==> config.mk <==
export PLATFORM = sky130hd
export DESIGN_NAME = truth_sweep_gen
export DESIGN_NICKNAME = d
export VERILOG_FILES = /design/src/rtl/truth_sweep_gen.sv
export SDC_FILE = /design/constraint.sdc
export NUM_CORES = 1
export LEC_CHECK = 0
export ABC_AREA = 1
export CAP_MARGIN = 20
export CORE_AREA = 2 2 52 54
export DETAILED_ROUTE_END_ITERATION = 12
export DIE_AREA = 0 0 54 56
export DONT_BUFFER_PORTS = 1
export PLACE_DENSITY_LB_ADDON = 0.05
export SYNTH_ARGS = -nofsm -noshare
export SYNTH_HDL_FRONTEND = slang
export SYNTH_SLANG_ARGS = --single-unit
==> constraint.sdc <==
create_clock -name clk -period 1.81 [get_ports clk]
set_input_delay 0.4525 -clock clk [delete_from_list [all_inputs] [get_ports clk]]
set_output_delay 0.4525 -clock clk [all_outputs]
set_load 0.005 [all_outputs]
==> src/rtl/truth_sweep_gen.sv <==
`default_nettype none
// ---------------------------------------------------------------------------
// truth_sweep_gen: drives all 2^N_IN patterns, samples dut_out, MISR signature.
// Optional golden compare: define TRUTH_SWEEP_CHECK_EN.     Rev 1.0
// ---------------------------------------------------------------------------
module truth_sweep_gen #(
  parameter int N_IN  = 3,
  parameter int N_OUT = 2,
  parameter int HOLD  = 5
`ifdef TRUTH_SWEEP_CHECK_EN
  ,
  parameter logic [N_OUT*(2**N_IN)-1:0] EXPECTED = '0
`endif
) (
  input  logic             clk,
  input  logic             rst,
  input  logic             start,
  input  logic [N_OUT-1:0] dut_out,
  output logic [N_IN-1:0]  pattern,
  output logic             busy,
  output logic             sample_valid,
  output logic             done,
  output logic [15:0]      signature
`ifdef TRUTH_SWEEP_CHECK_EN
  ,
  output logic [N_IN:0]    err_cnt,
  output logic [N_IN-1:0]  first_fail,
  output logic             fail
`endif
);

  localparam int              HCW       = (HOLD > 1) ? $clog2(HOLD) : 1;
  localparam logic [HCW-1:0]  HOLD_LAST = HCW'(HOLD - 1);
  localparam logic [N_IN-1:0] PAT_LAST  = '1;
  localparam logic [15:0]     MISR_POLY = 16'h1021;
  localparam logic [15:0]     MISR_SEED = 16'hFFFF;

  if (N_IN < 1 || N_IN > 16) begin : g_bad_n_in
    $error("truth_sweep_gen: N_IN must be in 1..16");
  end
  if (N_OUT < 1 || N_OUT > 16) begin : g_bad_n_out
    $error("truth_sweep_gen: N_OUT must be in 1..16");
  end
  if (HOLD < 1) begin : g_bad_hold
    $error("truth_sweep_gen: HOLD must be >= 1");
  end

  typedef enum logic [1:0] {
    S_IDLE  = 2'd0,
    S_DRIVE = 2'd1,
    S_DONE  = 2'd2
  } state_t;

  state_t         state;
  state_t         state_nxt;
  logic [HCW-1:0] hold_cnt;
  logic           sample;
  logic           accept;
  logic           last_pat;
  logic [15:0]    misr_nxt;

  assign last_pat = (pattern == PAT_LAST);
  assign misr_nxt = {signature[14:0], 1'b0}
                  ^ (signature[15] ? MISR_POLY : 16'h0000)
                  ^ 16'(dut_out);

  always_ff @(posedge clk) begin
    if (rst) begin
      state <= S_IDLE;
    end else begin
      state <= state_nxt;
    end
  end

  // start is only honoured outside DRIVE, so a mid-sweep start has no effect
  always_comb begin
    state_nxt    = state;
    accept       = 1'b0;
    sample       = 1'b0;
    busy         = 1'b0;
    done         = 1'b0;
    case (state)
      S_IDLE: begin
        if (start) begin
          accept    = 1'b1;
          state_nxt = S_DRIVE;
        end
      end
      S_DRIVE: begin
        busy = 1'b1;
        if (hold_cnt == HOLD_LAST) begin
          sample = 1'b1;
          if (last_pat) begin
            state_nxt = S_DONE;
          end
        end
      end
      S_DONE: begin
        done = 1'b1;
        if (start) begin
          accept    = 1'b1;
          state_nxt = S_DRIVE;
        end
      end
      default: begin
        state_nxt = S_IDLE;
      end
    endcase
    sample_valid = sample;
  end

  always_ff @(posedge clk) begin
    if (rst || accept) begin
      pattern   <= '0;
      hold_cnt  <= '0;
      signature <= MISR_SEED;
    end else if (state == S_DRIVE) begin
      if (sample) begin
        signature <= misr_nxt;
        hold_cnt  <= '0;
        if (!last_pat) begin
          pattern <= pattern + 1'b1;
        end
      end else begin
        hold_cnt <= hold_cnt + 1'b1;
      end
    end
  end

`ifdef TRUTH_SWEEP_CHECK_EN
  logic [N_OUT-1:0] exp_slice;
  logic             mismatch;

  assign exp_slice = EXPECTED[pattern*N_OUT +: N_OUT];
  assign mismatch  = (dut_out != exp_slice);
  assign fail      = |err_cnt;

  // first_fail latches only while no error has been counted yet
  always_ff @(posedge clk) begin
    if (rst || accept) begin
      err_cnt    <= '0;
      first_fail <= '0;
    end else if (sample && mismatch) begin
      err_cnt <= err_cnt + 1'b1;
      if (err_cnt == '0) begin
        first_fail <= pattern;
      end
    end
  end
`endif

endmodule
`default_nettype wire

==> qor.yml, run 1 <==
fin_util_pct: 51.4
htreeDepth: 1
syn_nets: 159
finalHoldViolations: 0
initial_core_util_pct: 52.8
grt_first_pass_wirelength_mm: 3.37
top_layer: "met4"
mostFrequentLayoutCells: "34 x nand2_1, 23 x dfxtp_1, 14 x inv_1, 13 x nand3_2, 12 x nand2_2"
skew_ns: 0.00215
syn_area_um2: 1280
min_path_type: "in2reg"
drc_errors: 0
drtIter0Drc: 10
wl_met1_um: 925
vdd_drop_max_v: 0.000656
path_cells: "inv_1 > ha_2 > nand2_4 > nor2_8"
place_area_um2: 1180
antenna_found_initial: 0
cts.clk_slew.worst_paths_ns: 0.13
wl_per_cell_um: 12.1
grt_use_total_pct: 14.7
diodes: 0
cp.arrival_ns: 1.26
worstSetupStartpointType: "flop"
synth.avg_cell_area_um2: 8.57
power.density_nw_per_um2: 697
tightest_slew_ns: 0.282
crit_fanout: 7
rows: 18
dieArea_um2: 3020
clock_path_buffers: 2
layout_commonest_cell: "nand2_1"
drv_slew: 0
die_height_um: 56
cts_buffers: 3
dp_hpwl_mm: 1.43
slowest_stage: "dfxtp_2"
fmax_mhz: 584
syn2layout_area_growth_pct: -2.73
leakagePower_nw: 0.531
yosysWarnings: 0
viasPerCell: 5.00
routed_wl_mm: 2.08
wl_met2_um: 970
vias: 855
end_kind: "primary output"
synth.distinct_cells: 25
min_period_ns: 1.71
setup_viol: 0
clock-sinks: 24
place_congestion: 0.701
dr_wl_met3_um: 165
die_w_um: 54
layout.nets: 151
run_status: "finished, final reports clean"
maxCapViolCount: 0
fin_crit_sh_pct: 94.6
stdcell_area_um2: 1250
cts-root-buf: "clkbuf_4"
ys_seq_area_share_pct: 37.4
hold_ws_ns: 0.179
worst-endpoint-required_ns: 1.36
synthCells: 150
crit_type: "reg2out"
cpLargestDelayFamily: "flip-flops"
critical_path.max_stage_delay_ns: 0.35
core-area_um2: 2430
maxSlewHeadroom_pct: 81.2
cts-hold-fix-buffers: 0
critPathBufInv: 1
cts_tree: "yes"
post_cts_buffers: 0
clk_latency_ns: 0.31
portBuffers: 0
ant_nets: 0
grt_overflow: 0
ys_ff_latch: 24
post_route_cells_drive_above_1_share_pct: 31.9
setup_tns_ns: 0
dr.pass1.iters: 4
num_io_pins: 27
grt_pass1_vias: 768
grt_max_degree: 18
[logic make-up (layout without fill, tap and decap cells)]
| logic type | Yosys count | count (layout) | synth area share (%) |
|---|---|---|---|
| XOR/XNOR | 4 | 4 | 2.73 |
| flip-flops | 24 | 24 | 37.4 |
| buffers and inverters | 34 | 23 | 17.4 |
| adder cells (fa/ha/maj) | 4 | 4 | 3.89 |
| AO/OA/AOI/OAI | 8 | 8 | 4.48 |
| AND/OR/NAND/NOR | 76 | 78 | 34.1 |
[worst register-to-register path, cell delays in order, from the launching register on]
cell     delay (ns)
dfxtp_1        0.38
ha_1           0.22
ha_1           0.20
inv_1          0.16
nand3_2        0.12
nand2_1        0.07
inv_1          0.03
nor2_1         0.08
[metrics by stage]
| step | instances | worst slack, ns | total power, W |
|---|---|---|---|
| floorplan | 150 | 0.423 | 0.000588 |
| global placement | 165 | 0.381 | 0.000595 |
| finish | 171 | 0.0974 | 0.000871 |
| detailed placement | 165 | 0.334 | 0.000597 |
| global route | 171 | -0.00583 | 0.000917 |
| CTS | 170 | 0.0368 | 0.000881 |
[final cells by class]
cell class	instances	area, µm²
fill	243	1180
multi-input combinational	94	611
sequential	24	482
inverter	17	68.8
tap	30	37.5
clock buffer	4	36.3
timing repair buffer	2	15.0
[registers in the layout (all words and copies together) (netlist names)]
register	count
state	2
pattern	3
hold_cnt	3
signature	16
[synth_stat cells]
library cell / instances / share of area [%]
dfxtp_1: 24 / 37
o21ai_1: 1 / 0.39
nand2_1: 34 / 9.9
nand3_1: 8 / 3.1
nand2_2: 13 / 6.3
clkbuf_4: 1 / 0.58
ha_1: 4 / 3.9
buf_4: 12 / 7.0
buf_12: 1 / 1.6
nor2_8: 1 / 1.6
a21oi_4: 1 / 1.3
nand3_2: 13 / 10
buf_6: 2 / 1.8
xor2_1: 4 / 2.7
nor2_4: 1 / 0.88
inv_2: 2 / 0.58
a21oi_2: 1 / 0.68
a21boi_0: 1 / 0.58
inv_6: 1 / 0.68
nor2_1: 4 / 1.2
o21ai_0: 2 / 0.78
a21oi_1: 2 / 0.78
nor2_2: 2 / 0.97
buf_8: 1 / 1.2
inv_1: 14 / 4.1
[layer usage]
layer  up-vias  GRT usage, %
li1        440             -
met1       391          16.2
met2        22          24.6
met3         2          8.06
met4         0          2.86
met5         -             0
[path summary, 6_finish.rpt]
check | from | endpoint | slack (ns) | cells after the start
worst max-delay path | hold_cnt[0]$_SDFFE_PP0N_ | sample_valid | 0.1 | 4
worst min-delay path | rst | state[1]$_SDFFE_PP0P_ | 0.18 | 1
worst max register to register | pattern[0]$_SDFFE_PP0P_ | pattern[2]$_SDFFE_PP0P_ | 0.49 | 7
worst min register to register | signature[7]$_SDFFE_PP1P_ | signature[7]$_SDFFE_PP1P_ | 0.51 | 2
[power by group]
part	switching (W)	internal, W
registers	0.00000353	0.000532
clock network	0.000159	0.000123
logic	0.0000367	0.0000166
total	0.000199	0.000672
[what timing repair did]
item                                    in CTS  in global routing
cloned                                       1                  1
pin swaps                                    1                  1
endpoints found under the setup margin       1                  1
gates resized for setup                      0                  3
endpoints found under the hold margin        0                  0
Note: power is estimated with default switching activity, not from simulation.
==> inputs of run 2 (changes only) <==
- SLEW_MARGIN: default -> 20
==> results of run 2 <==
No change in the layout: final DEF, timing and power equal those of run 1.
